===== config.mk =====
export PLATFORM = sky130hd
export DESIGN_NAME = mem_port_arbiter
export DESIGN_NICKNAME = d
export VERILOG_FILES = /design/src/rtl/mem_arb_pkg.sv /design/src/rtl/arb_run_counter.sv /design/src/rtl/mem_port_arbiter.sv
export SDC_FILE = /design/constraint.sdc
export NUM_CORES = 1
export LEC_CHECK = 0
export CAP_MARGIN = 5
export CORE_MARGIN = 4
export CORE_UTILIZATION = 20
export CTS_CLUSTER_DIAMETER = 30
export DETAILED_ROUTE_END_ITERATION = 10
export PLACE_DENSITY = 0.81
export SLEW_MARGIN = 20
export SYNTH_ARGS = -nofsm -noshare
export SYNTH_HDL_FRONTEND = slang
export SYNTH_SLANG_ARGS = --single-unit

===== constraint.sdc =====
create_clock -name clock_i -period 2.1 [get_ports clock_i]
set_input_delay 0.315 -clock clock_i [delete_from_list [all_inputs] [get_ports clock_i]]
set_output_delay 0.315 -clock clock_i [all_outputs]
set_load 0.02 [all_outputs]

===== src/rtl/mem_arb_pkg.sv =====
// mem_arb_pkg
// Shared types and constants for the fetch / load-store memory port arbiter.
//   resp_owner_e : which requester owns the read data returning this cycle
//   BE_ALL       : byte-enable pattern for full-word fetch reads
//   RUN_CNT_W    : width of the data-run starvation counter
package mem_arb_pkg;

  typedef enum logic [1:0] {
    RESP_NONE = 2'd0,
    RESP_IF   = 2'd1,
    RESP_D    = 2'd2
  } resp_owner_e;

  localparam logic [3:0] BE_ALL    = 4'b1111;
  localparam int unsigned RUN_CNT_W = 4;

endpackage


===== src/rtl/arb_run_counter.sv =====
// arb_run_counter
// Counts consecutive data grants made while fetch is waiting and flags when
// fetch must win the next contended cycle.
// Ports:
//   clock_i          : system clock, rising edge
//   reset_i          : synchronous active-high reset
//   if_req_i         : fetch request (a idle fetch clears the run)
//   if_gnt_i         : fetch granted this cycle (clears the run)
//   d_gnt_i          : data granted this cycle (extends the run)
//   fetch_priority_o : run has reached MAX_DATA_RUN
module arb_run_counter #(
  parameter int unsigned MAX_DATA_RUN = 4
) (
  input  logic clock_i,
  input  logic reset_i,
  input  logic if_req_i,
  input  logic if_gnt_i,
  input  logic d_gnt_i,
  output logic fetch_priority_o
);
  import mem_arb_pkg::*;

  localparam logic [RUN_CNT_W-1:0] MaxRun = RUN_CNT_W'(MAX_DATA_RUN);

  logic [RUN_CNT_W-1:0] r_cnt;
  logic [RUN_CNT_W-1:0] w_cnt_next;

  always_comb begin
    w_cnt_next = r_cnt;
    if (if_gnt_i || !if_req_i) begin
      w_cnt_next = '0;
    end else if (d_gnt_i && (r_cnt < MaxRun)) begin
      // Saturate so the counter can never run past the priority threshold.
      w_cnt_next = r_cnt + 1'b1;
    end
  end

  always_ff @(posedge clock_i) begin
    if (reset_i) begin
      r_cnt <= '0;
    end else begin
      r_cnt <= w_cnt_next;
    end
  end

  assign fetch_priority_o = (r_cnt == MaxRun);

endmodule


===== src/rtl/mem_port_arbiter.sv =====
// mem_port_arbiter
// Shares one single-port synchronous word memory between instruction fetch
// and the load/store path. One grant per cycle, memory command mirrors the
// winner, and the one-cycle-latency read data is steered back to its issuer.
// Ports:
//   clock_i, reset_i          : clock, synchronous active-high reset
//   if_req_i/if_addr_i        : fetch read request and word address
//   if_gnt_o                  : fetch granted (combinational)
//   if_rvalid_o/if_rdata_o    : fetch read response (one cycle after grant)
//   d_req_i/d_we_i/d_be_i     : load/store request, store flag, byte enables
//   d_addr_i/d_wdata_i        : data word address and store data
//   d_gnt_o                   : data granted (combinational)
//   d_rvalid_o/d_rdata_o      : load response (one cycle after grant)
//   mem_en_o..mem_wdata_o     : memory command
//   mem_rdata_i               : memory read data
//   stall_o                   : fetch requested but not granted
module mem_port_arbiter #(
  parameter int unsigned ADDR_WIDTH   = 12,
  parameter int unsigned DATA_WIDTH   = 32,
  parameter int unsigned MAX_DATA_RUN = 4
) (
  input  logic                  clock_i,
  input  logic                  reset_i,
  input  logic                  if_req_i,
  input  logic [ADDR_WIDTH-1:0] if_addr_i,
  output logic                  if_gnt_o,
  output logic                  if_rvalid_o,
  output logic [DATA_WIDTH-1:0] if_rdata_o,
  input  logic                  d_req_i,
  input  logic                  d_we_i,
  input  logic [3:0]            d_be_i,
  input  logic [ADDR_WIDTH-1:0] d_addr_i,
  input  logic [DATA_WIDTH-1:0] d_wdata_i,
  output logic                  d_gnt_o,
  output logic                  d_rvalid_o,
  output logic [DATA_WIDTH-1:0] d_rdata_o,
  output logic                  mem_en_o,
  output logic                  mem_we_o,
  output logic [3:0]            mem_be_o,
  output logic [ADDR_WIDTH-1:0] mem_addr_o,
  output logic [DATA_WIDTH-1:0] mem_wdata_o,
  input  logic [DATA_WIDTH-1:0] mem_rdata_i,
  output logic                  stall_o
);
  import mem_arb_pkg::*;

  logic        w_fetch_priority;
  logic        w_if_gnt;
  logic        w_d_gnt;
  resp_owner_e r_owner;
  resp_owner_e w_owner_next;

  // Data wins contention until the run limit is hit; reset blocks all grants.
  assign w_if_gnt = ~reset_i & if_req_i & (~d_req_i | w_fetch_priority);
  assign w_d_gnt  = ~reset_i & d_req_i & (~if_req_i | ~w_fetch_priority);

  assign if_gnt_o = w_if_gnt;
  assign d_gnt_o  = w_d_gnt;
  assign stall_o  = if_req_i & ~w_if_gnt;

  arb_run_counter #(
    .MAX_DATA_RUN (MAX_DATA_RUN)
  ) u_run_counter (
    .clock_i          (clock_i),
    .reset_i          (reset_i),
    .if_req_i         (if_req_i),
    .if_gnt_i         (w_if_gnt),
    .d_gnt_i          (w_d_gnt),
    .fetch_priority_o (w_fetch_priority)
  );

  // Memory command mux. Non-enabled fields default to the fetch view.
  always_comb begin
    mem_en_o    = w_if_gnt | w_d_gnt;
    mem_we_o    = 1'b0;
    mem_be_o    = BE_ALL;
    mem_addr_o  = if_addr_i;
    mem_wdata_o = '0;
    if (w_d_gnt) begin
      mem_we_o    = d_we_i;
      mem_be_o    = d_be_i;
      mem_addr_o  = d_addr_i;
      mem_wdata_o = d_wdata_i;
    end
  end

  // Response owner FSM: state register.
  always_ff @(posedge clock_i) begin
    if (reset_i) begin
      r_owner <= RESP_NONE;
    end else begin
      r_owner <= w_owner_next;
    end
  end

  // Response owner FSM: next state. Stores complete at grant.
  always_comb begin
    w_owner_next = RESP_NONE;
    if (w_if_gnt) begin
      w_owner_next = RESP_IF;
    end else if (w_d_gnt && !d_we_i) begin
      w_owner_next = RESP_D;
    end
  end

  // Response owner FSM: outputs. Non-owner read data is held at zero.
  always_comb begin
    if_rvalid_o = 1'b0;
    if_rdata_o  = '0;
    d_rvalid_o  = 1'b0;
    d_rdata_o   = '0;
    unique case (r_owner)
      RESP_IF: begin
        if_rvalid_o = 1'b1;
        if_rdata_o  = mem_rdata_i;
      end
      RESP_D: begin
        d_rvalid_o = 1'b1;
        d_rdata_o  = mem_rdata_i;
      end
      default: ;
    endcase
  end

endmodule


# Word-level counts from Yosys, hierarchy flattened

Cells that the tools add are included.

Equal/unequal tests: 3
Add/subtract/negate cells: 1
Order comparisons: 1
Mux-type cells: 10
Bitwise gates (word level): 13
Reduce and logical (&&, ||, !) cells: 7

Operator list:

| cell                                                                         | count |
|---|---|
| 32-bit 2-to-1 mux                                                            | 3 |
| 12-bit 2-to-1 mux                                                            | 1 |
| 1-bit bitwise AND                                                            | 5 |
| 1-bit NOT                                                                    | 5 |
| 4-bit by 1-bit adder with 4-bit output, second input constant                | 1 |
| 4-bit by 3-bit == test with 1-bit output, second input constant              | 1 |
| 4-bit by 3-bit less-than comparator with 1-bit output, second input constant | 1 |
| 1-bit 2-to-1 mux                                                             | 4 |
| 4-bit 2-to-1 mux                                                             | 1 |
| 2-bit OR reduction                                                           | 2 |
| 1-bit OR                                                                     | 3 |
| 2-bit by 1-bit == test with 1-bit output, second input constant              | 1 |
| 2-bit == test, second input constant                                         | 1 |
| 1-bit logical AND                                                            | 2 |
| 1-bit zero test                                                              | 2 |
| 2-bit 2-to-1 mux                                                             | 1 |
| 1-bit logical OR                                                             | 1 |

Logic and storage cells: 38
Input port bits: 97
Output and inout bits: 119
Register bits: 6

# Longest topological paths before layout

Depth in word-level cells: 7
Gate-level depth with buffers: 6
Gate-level depth less buffers: 5

# Modules after synthesis

Synthesis repeated with hierarchy kept, for this count alone.

Cells, all modules: 158
Area, all modules: 1168.6 um2

By module, submodules not included:

| module           | cells each | area each (um2) | sequential area each (um2) | instances |
|---|---|---|---|---|
| mem_port_arbiter | 138        | 938.4           | 40.0                       | 1 |
| arb_run_counter  | 20         | 230.2           | 80.1                       | 1 |

# Worst setup path before layout

OpenSTA, ideal clock, no wires.

Path type: flip-flop to output port
From: reg u_run_counter.r_cnt[0]
To: out mem_en_o
Arrival time: 1.610 ns
Cell stages (with the launch flop): 6
Data required time: 1.785 ns
Path slack: 0.175 ns
Path buffers: 0
Path through: dfxtp_1 > inv_1 > ha_1 > nand3b_4 > a211oi_1 > or2_1

Elaborated cells between the ends (all ways): 7
Classes of those cells: eq/ne: 1; bitwise: 6

RTL lines:

| what                                     | RTL line               | text |
|---|---|---|
| from (decl)                              | arb_run_counter.sv:25  | `logic [RUN_CNT_W-1:0] r_cnt;` |
| from (signal assigned)                   | arb_run_counter.sv:42  | `r_cnt <= w_cnt_next;` |
| 4-bit by 3-bit == test with 1-bit output | arb_run_counter.sv:46  | `assign fetch_priority_o = (r_cnt == MaxRun);` |
| 1-bit OR                                 | mem_port_arbiter.sv:54 | `assign w_if_gnt = ~reset_i & if_req_i & (~d_req_i \| w_fetch_priority);` |
| 1-bit bitwise AND                        | mem_port_arbiter.sv:54 |  |
| via if_gnt_o                             | mem_port_arbiter.sv:26 | `output logic if_gnt_o,` |
| 1-bit OR                                 | mem_port_arbiter.sv:74 | `mem_en_o = w_if_gnt \| w_d_gnt;` |
| to (decl)                                | mem_port_arbiter.sv:37 | `output logic mem_en_o,` |

The timed path passes the listed nets, and every way through them passes these cells.

# Worst setup path after layout

From: reg u_run_counter.r_cnt[1]
To: out mem_addr_o[3]

Cells in the longest elaborated chain, start to end: 5

Ends and longest elaborated chain:

| what                                     | RTL line               | text |
|---|---|---|
| 4-bit by 3-bit == test with 1-bit output | arb_run_counter.sv:46  |  |
| 1-bit NOT                                | mem_port_arbiter.sv:55 | `assign w_d_gnt = ~reset_i & d_req_i & (~if_req_i \| ~w_fetch_priority);` |
| 1-bit OR                                 | mem_port_arbiter.sv:55 |  |
| 1-bit bitwise AND                        | mem_port_arbiter.sv:55 |  |
| 12-bit 2-to-1 mux                        | mem_port_arbiter.sv:79 | `if (w_d_gnt) begin` |
| to (decl)                                | mem_port_arbiter.sv:40 | `output logic [ADDR_WIDTH-1:0] mem_addr_o,` |

Every way passes these cells.

==> run summary <==
Status -> finished, final reports clean
Met1 Resource Use GR -> 17.74%
Initial Util -> 20.88%
CP peak stage delay -> 310 ps
Maximum vdd ir drop -> 0.0002036 V
Slew headroom -> 71.79%
Synth area leaders -> and2_1 52%, mux2_4 13%, dfxtp_1 10%, ha_1 2.2%, nand2b_1 2.2%
Vias -> 1856
Post-synthesis mux area share -> 15.70%
CP Cell Sequence -> inv_1, ha_2, nand3b_4, o21a_4, clkbuf_16, mux2_4, buf_4
Tot Pwr -> 858.1 µW
Fillcell total -> 507
Critical path type -> flop to output pin
Worst min path class -> input port to flop
GRT overflow -> 0
Syn. warnings -> 0
PortBufs -> 215
Leakage -> 0.001609 µW
Layout cell share with drive strength beyond 1 -> 23.50%
Yosys reg bits -> 6
Max-Cap Viols -> 0
TritonCTS clock tree -> yes
Largest fanout on the critical path -> 7
Setup TNS -> 0 ps
Final Setup Violations -> 0
Via density -> 4.079
Slowest CP cell -> dfxtp_1
Register area -> 120.1 µm²
Area Growth Syn to Fin -> 194.0%
Commonest non-fill, non-tap cell in the layout -> clkdlybuf4s50_1
Total core area -> 5574 µm²
Num rows -> 27
Root Buffer -> clkbuf_8
Worst-skew pair later-pin latency -> 220 ps
Register clock-pin slew on the reported worst setup and hold paths -> 40 ps
Drt wl/cell -> 14.27 µm
Synth area leader -> and2_1
Number of buffers created by CTS -> 3
Post-synth design cell area -> 1164 µm²
Vias in the first global route -> 1915
Die span in x -> 84.28 µm
CP startpoint kind -> flop
Fmax -> 492.1 MHz
Synth top area share -> 52.15%
Pin count of the biggest net entering global routing -> 34
Clock skew -> 1.971 ps
Unrepaired setup endpoints after global routing -> true
Hpwl dp -> 5710 µm
Final worst path period need -> 2032 ps
Final Max Tran Viols -> 0
Multi-input combinational cell area -> 984.7 µm²
N_diodes -> 0
Synthesized instance count -> 155
Post-synthesis sequential area ratio -> 10.32%
Post-synth net total -> 254
Die Y -> 84.28 µm
CTS Buffer Depth -> 2
DR iter-0 viols -> 36
Gr busiest metal -> met2
M3 GR Usage -> 4.024%
Final Non-Filler Cells -> 455
WP data required -> 1780 ps
GPL Wtd Cong -> 0.8137
Wire length of the first global-routing pass -> 9591 µm
Placed insts -> 448
Worst Path Arrival -> 1720 ps
Pwr per Cell Area -> 250.9 nW/µm²
Largest family of logic cells by synthesized area -> simple AND/OR/NAND/NOR gates
Simple-Gate Fraction of Synth Area -> 62.04%
WL final -> 6491 µm
Ports -> 216
Nets -> 484
Final ANT Viol Nets -> 0
Synth Area in Adders -> 2.151%
Post-Synth XOR/XNOR Area -> 0.7527%
Critical Path Sink Type -> output pin
Compound-Gate Fraction of Synth Area -> 3.118%
Measured slew at the worst slew-check pin -> 422.1 ps
Drt pass-1 iters -> 4
R2r setup slk -> 780 ps
Crit share post-route -> 96.77%
DIE AREA -> 7102 µm²
Met2 Usage GRT -> 31.06%
Yosys cell types -> 22
Mean post-synth cell area -> 7.507 µm²
Initial antenna violation count -> 0
Most frequent cells in the layout -> 154 x clkdlybuf4s50_1, 97 x and2_1, 26 x buf_2, 21 x buf_4, 16 x clkbuf_2
Total GRT Usage -> 16.60%
Final Hold Vio Count -> 0
Clock sinks -> 6
Htree depth -> 1
Post-route DRC violation count -> 0
==> flip-flops by register name, summed over array words and instances, names as in the netlist <==
register / count
u_run_counter.r_cnt: 4
r_owner: 2
==> stage by stage <==
step | hold WS [ps] | cell area, µm² | util [%] | setup slack [ps]
after floorplan | 386.6 | 1164 | - | 175.5
after global placement | 536.4 | 3505 | 62.87 | -395.8
after detailed placement | 543.5 | 3505 | 62.87 | -427.0
after CTS | 550.2 | 3402 | 61.03 | -65.57
after global routing | 480.3 | 3421 | 61.37 | -6.553
final | 446.2 | 3421 | 61.37 | 67.81
==> power by group <==
| group | total [µW] | switching [µW] | internal, µW |
|---|---|---|---|
| registers | 117 | 0.757 | 117 |
| clock network | 173 | 50.2 | 123 |
| logic | 567 | 229 | 338 |
==> layout make-up <==
type,count,share of cell area [%]
Timing Repair Buffer,236,63.42
Clock buffer,3,1.207
Inverter,4,0.4389
Sequential cell,6,3.511
Tap cell,72,2.634
Multi-Input combinational cell,134,28.79
==> cells by family (layout without fill, tap and decap cells) <==
kind of cell	count (synthesis)	count (layout)
simple gates	114	114
flops	6	6
fa+ha+maj	2	2
compound gates	4	4
xor+xnor	1	1
mux	13	13
buf+inv	15	243
==> final timing paths <==
kind / startpoint / end / cells after the start
max: u_run_counter.r_cnt[1] / mem_addr_o[3] / 7
min: d_req_i / r_owner[0] / 3
max reg2reg: u_run_counter.r_cnt[2] / u_run_counter.r_cnt[1] / 4
min reg2reg: u_run_counter.r_cnt[2] / r_owner[0] / 2
==> cell usage after synthesis, drive strengths merged <==
cell type,number
and2,97
mux2,12
or2,1
nor2b,4
xnor2,1
clkinv,1
nand3,1
ha,2
nand2b,4
buf,5
a31oi,1
inv,3
a211oi,2
clkbuf,6
o21a,1
nor2,5
nand3b,1
nor4b,1
dfxtp,6
mux2i,1
==> routing by layer <==
layer  wire, µm  share of wire, %  vias up
met5          0                 0        -
met4        171               2.6        0
met3        604               9.3       13
met2       3297                51      124
met1       2417                37      780
li1           -                 -      939
==> repair_timing <==
item / CTS / global route
setup endpoints to repair: 53 / 54
cloned: 0 / 1
buffers inserted: 1 / 2
gates resized for setup: 159 / 58
hold buffers: 0 / 0
endpoints found under the hold margin: 0 / 0
==> critical path, delay by kind of cell (launching register included) <==
family                     cells  cell delay (ps)
DFF                            1              310
AOI/OAI and AO/OA              1              240
and+or+nand+nor                1              100
muxes                          1              290
adders and majority gates      1              180
buffers and inverters          3              380
No activity file was read; power rests on OpenSTA's default activity.
